### config.mk
export PLATFORM = sky130hd
export DESIGN_NAME = pixel_line_arbiter
export DESIGN_NICKNAME = d
export VERILOG_FILES = /design/src/rtl/pixel_line_arbiter.sv
export SDC_FILE = /design/constraint.sdc
export NUM_CORES = 1
export LEC_CHECK = 0
export CORE_MARGIN = 1
export CORE_UTILIZATION = 41
export CTS_BUF_LIST = sky130_fd_sc_hd__clkbuf_2 sky130_fd_sc_hd__clkbuf_4 sky130_fd_sc_hd__clkbuf_8
export DETAILED_ROUTE_END_ITERATION = 6
export MAX_ROUTING_LAYER = met4
export PLACE_DENSITY = 0.78
export SYNTH_ARGS = -nofsm -noshare
export SYNTH_HDL_FRONTEND = slang
export SYNTH_SLANG_ARGS = --single-unit
### constraint.sdc
create_clock -name cp -period 1.9 [get_ports cp]
set_input_delay 0.38 -clock cp [delete_from_list [all_inputs] [get_ports cp]]
set_output_delay 0.38 -clock cp [all_outputs]
set_load 0.03 [all_outputs]
### src/rtl/pixel_line_arbiter.sv
// Line-atomic round-robin arbiter: two pixel producers share one registered valid/ready output.
// Latency: request seen in IDLE -> grant next cycle -> beat accepted that cycle -> out_valid one cycle later.
// Backpressure: reqN_ready = grant && (!out_valid || out_ready); no skid buffer, output holds while stalled.
module pixel_line_arbiter #(
  parameter int PIX_W    = 24,
  parameter int MAX_LINE = 1024,
  parameter int CNT_W    = 11
) (
  input  logic             cp,
  input  logic             reset,
  input  logic             req0_valid,
  input  logic [PIX_W-1:0] req0_pixel,
  input  logic             req0_eol,
  output logic             req0_ready,
  input  logic             req1_valid,
  input  logic [PIX_W-1:0] req1_pixel,
  input  logic             req1_eol,
  output logic             req1_ready,
  output logic             out_valid,
  output logic [PIX_W-1:0] out_pixel,
  output logic             out_eol,
  output logic             out_src,
  input  logic             out_ready,
  output logic             trunc_err,
  output logic [15:0]      lines_done
);

  localparam logic [1:0] IDLE = 2'd0;
  localparam logic [1:0] GNT0 = 2'd1;
  localparam logic [1:0] GNT1 = 2'd2;

  logic [1:0]       state;
  logic             ptr;
  logic [CNT_W-1:0] cnt;

  logic             out_free;
  logic             acc0;
  logic             acc1;
  logic             acc;
  logic [PIX_W-1:0] sel_pixel;
  logic             sel_eol;
  logic             at_max;
  logic             beat_eol;

  assign out_free   = !out_valid || out_ready;
  assign req0_ready = (state == GNT0) && out_free;
  assign req1_ready = (state == GNT1) && out_free;

  assign acc0      = req0_valid && req0_ready;
  assign acc1      = req1_valid && req1_ready;
  assign acc       = acc0 || acc1;
  assign sel_pixel = acc1 ? req1_pixel : req0_pixel;
  assign sel_eol   = acc1 ? req1_eol : req0_eol;
  // A line that reaches MAX_LINE beats is closed here even without a real eol.
  assign at_max    = (cnt == CNT_W'(MAX_LINE - 1));
  assign beat_eol  = sel_eol || at_max;

  always_ff @(posedge cp or posedge reset) begin
    if (reset) begin
      state      <= IDLE;
      ptr        <= 1'b0;
      cnt        <= '0;
      out_valid  <= 1'b0;
      out_pixel  <= '0;
      out_eol    <= 1'b0;
      out_src    <= 1'b0;
      trunc_err  <= 1'b0;
      lines_done <= 16'd0;
    end else begin
      trunc_err <= 1'b0;

      case (state)
        IDLE: begin
          if (req0_valid && (!req1_valid || !ptr)) state <= GNT0;
          else if (req1_valid)                     state <= GNT1;
        end
        GNT0, GNT1: ;
        default: state <= IDLE;
      endcase

      if (acc) begin
        out_valid <= 1'b1;
        out_pixel <= sel_pixel;
        out_eol   <= beat_eol;
        out_src   <= acc1;
        if (beat_eol) begin
          state      <= IDLE;
          cnt        <= '0;
          ptr        <= !acc1;
          lines_done <= lines_done + 16'd1;
          trunc_err  <= !sel_eol;
        end else begin
          cnt <= cnt + 1'b1;
        end
      end else if (out_ready) begin
        out_valid <= 1'b0;
      end
    end
  end

endmodule

==> results.md <==
- First-pass GRT wire length: 11.39 mm
- Setup CP Type: reg2reg
- Most frequent cells after synthesis: dfrtp_1 (58), nand2_1 (41), o21ai_0 (33)
- Core box area: 6422 um^2
- FF-to-FF Start: out_valid
- Global route overflow: 0
- Status: finished with violations
- Prevailing post-synth register cell: dfrtp_1
- Final setup fails: 1
- Post-CTS Hold Fix Bufs: 0
- Placed cells: 457
- # diodes: 0
- Largest net degree at the start of global routing: 59
- Fin crit period: 1913 ps
- Tot GR Track Use: 0.2124
- Delay-heaviest family, CP: simple AND/OR/NAND/NOR gates
- Detailed Route Iter0 Violations: 107
- Worst hold slack: 418.2 ps
- Worst path cell trace: nor2b_4 -> or4b_4 -> a31oi_4 -> buf_12 -> and4_1 -> xor2_1
- Total Wirelength: 7.029 mm
- Post-synth top area cell: dfrtp_1
- Crit-path max FO: 5
- Slew @ Worst Pin: 340.2 ps
- Clock tree buffer depth: 2
- CTS tree: yes
- CP startpoint: out_valid
- Vias: 2450
- Synth Area in Adders: 0.009103
- Clock slew at reported path FFs: 70 ps
- Xor and xnor area share after synthesis: 0.04779
- FMAX: 522.9 MHz
- Most frequent cell after synthesis: dfrtp_1
- Max-slew violations: 0
- Worst-Skew Late Latency: 330 ps
- I/O Buffers: 100
- Pwr Density: 1362 nW/um^2
- Sequential share of the synthesized area: 0.5280
- Syn_nets: 323
- H-tree level count: 3
- Die Area: 7036 um^2
- Clock root buffer: clkbuf_8
- Worst path max stage delay: 530 ps
- Multi-input logic area: 1250 um^2
- FF+latch area: 1453 um^2
- Largest cells by area after synthesis: dfrtp_1 (53%), mux2i_1 (8.7%), o21ai_0 (6.0%)
- YS warnings: 0
- Nets@finish: 453
- Worst slew margin: 0.7725
- Synth unique cells: 37
- Wire length per cell: 14.71 um
- Synth Area in Simple Gates: 0.1889
- Leakage Power: 2.050 nW
- Mux contribution to synthesized area: 0.09149
- Ys async rst share: 1.000
- EDFF count, synth: 0
- Chip Width: 83.88 um
- Crit path DAT: 2160 ps
- Largest family of logic cells by synthesized area: simple AND/OR/NAND/NOR gates
- # fillers: 498
- Failing checks: design-rule violations, negative setup slack
- Final Core Density: 0.6710
- Fin worst setup slack: -12.54 ps
- Area Overhead vs Synth: 56.76%
- RSZ-0062 raised after global routing: true
- FP Rows: 29
- Worst Path Buf+Inv: 1
- Num ports: 101
- Final Instance Area: 4309 um^2
- Initial core utilization: 0.4280
- Dpl hpwl: 4.826 mm
- Number of global-route vias before repair: 2402
- Post-route setup TNS: -12.54 ps
- Min-delay worst type: in2async
- Routability Congestion: 0.7985
- Fin crit share: 1.007
- Mean Syn Cell Area: 10.33 um^2
- Synth top area share: 0.5280
- Non-filler instance count after layout: 478
- Worst Path Required: 2150 ps
- CP max-delay cell: or4b_4
- Post-Syn Instances: 266
- Vias/cell: 5.126
- Cts bufs inserted: 9
- VDD IR max: 0.0009472 V
- Crit end category: register
- Hold Vio Cnt, Final: 0
- Drc violations: 5
- Synth Cell Area: 2749 um^2
- Skew final: 6.154 ps
- Compound-Gate Fraction of Synth Area: 0.1070
- First-pass detailed-route iteration total: 6
- Share of post-route cells with drive strength above 1: 0.1521
- Routed Antenna Nets: 0
- Max-Cap Viols: 0
- FF+latch count, synth: 58
- Die Height: 83.88 um
- Post-Place Cell Area: 4050 um^2
- Initial antenna violation count: 0
- Clk sinks: 58
- CP Launch Type: register
worst paths after layout:
check                      cells after the start       endpoint  slack [ps]
max in group asynchronous                      3      out_valid        1220
min in group cp                                2  out_pixel[19]         480
min                                            3        out_src         420
max reg2reg                                    6  lines_done[3]         -10
min reg2reg                                    2  out_pixel[19]         480
max                                            6  lines_done[3]         -10
per-stage QoR:
stage / worst slack, ps / power [mW]
after floorplan: -178.7 / 3.427
after global placement: -462.7 / 4.674
after detailed placement: -505.4 / 4.735
after CTS: -21.04 / 5.959
after global routing: -94.51 / 6.219
final: -12.54 / 5.871
report_power, final:
group | internal [mW] | switching [mW]
combinational | 1.33 | 1.56
clock | 0.606 | 0.475
sequential | 1.63 | 0.273
worst reg2reg max path: cells and delay by family, from the launching register on:
kind	cells	cell delay, ps
buffers and inverters	1	150
xor gates and xnor gates	1	180
and+or+nand+nor	3	850
AOI/OAI and AO/OA	1	260
DFF	1	400
cell usage in the layout, fill, tap and decap left out, drive strengths merged, types with 2 or more instances in the layout:
cell type      Yosys  layout
clkdlybuf4s50      0      94
dfrtp             58      58
nand2             41      41
o21ai             33      33
buf                5      33
mux2i             24      24
clkbuf             7      14
and3              13      13
xnor2             13      13
nand3             12      12
nand4             10      10
a21oi              5       5
inv                5       5
o31ai              4       4
or3                3       3
and2               3       3
and4               3       3
nand2b             3       3
nor2               3       3
nand3b             2       2
a21o               2       2
nor3               2       2
xor2               2       2
ha                 2       2
clkinv             0       2
dlygate4sd2        0       2
dlymetal6s2s       0       2
flip-flops by register name, indices dropped and copies added (netlist names):
| signal | cells |
|---|---|
| out_eol | 1 |
| state | 2 |
| trunc_err | 1 |
| out_valid | 1 |
| lines_done | 16 |
| cnt | 11 |
| ptr | 1 |
| out_src | 1 |
| out_pixel | 24 |
cell type report:
class                   count  area share
flip-flops and latches     58      0.3371
repair buffers            131      0.3020
multi-input cells         191      0.2901
well taps                  77     0.02236
clock inverters             2    0.002323
inverters                   5    0.004355
clock buffers              14     0.04181
per-layer routing:
metal | part of all wire | vias to the layer above | track usage | wire (um)
met3 | 0.035 | 15 | 0.05045 | 249
met1 | 0.44 | 1173 | 0.2641 | 3088
met4 | 0.026 | 0 | 0.08307 | 182
met5 | 0 | - | - | 0
li1 | - | 1202 | - | -
met2 | 0.50 | 60 | 0.3361 | 3510
logic make-up after synthesis:
group / Yosys count
flip-flops: 58
AO/OA/AOI/OAI: 49
adder cells (fa/ha/maj): 2
multiplexers: 25
AND/OR/NAND/NOR: 100
XOR/XNOR: 15
buffers and inverters: 17
what timing repair did:
item | CTS | global route
buffers inserted | 5 | 0
cloned | 2 | 0
pin swaps | 4 | 4
resized for setup | 8 | 4
setup endpoints to repair | 22 | 23
Power figures use the tool's default switching activity.
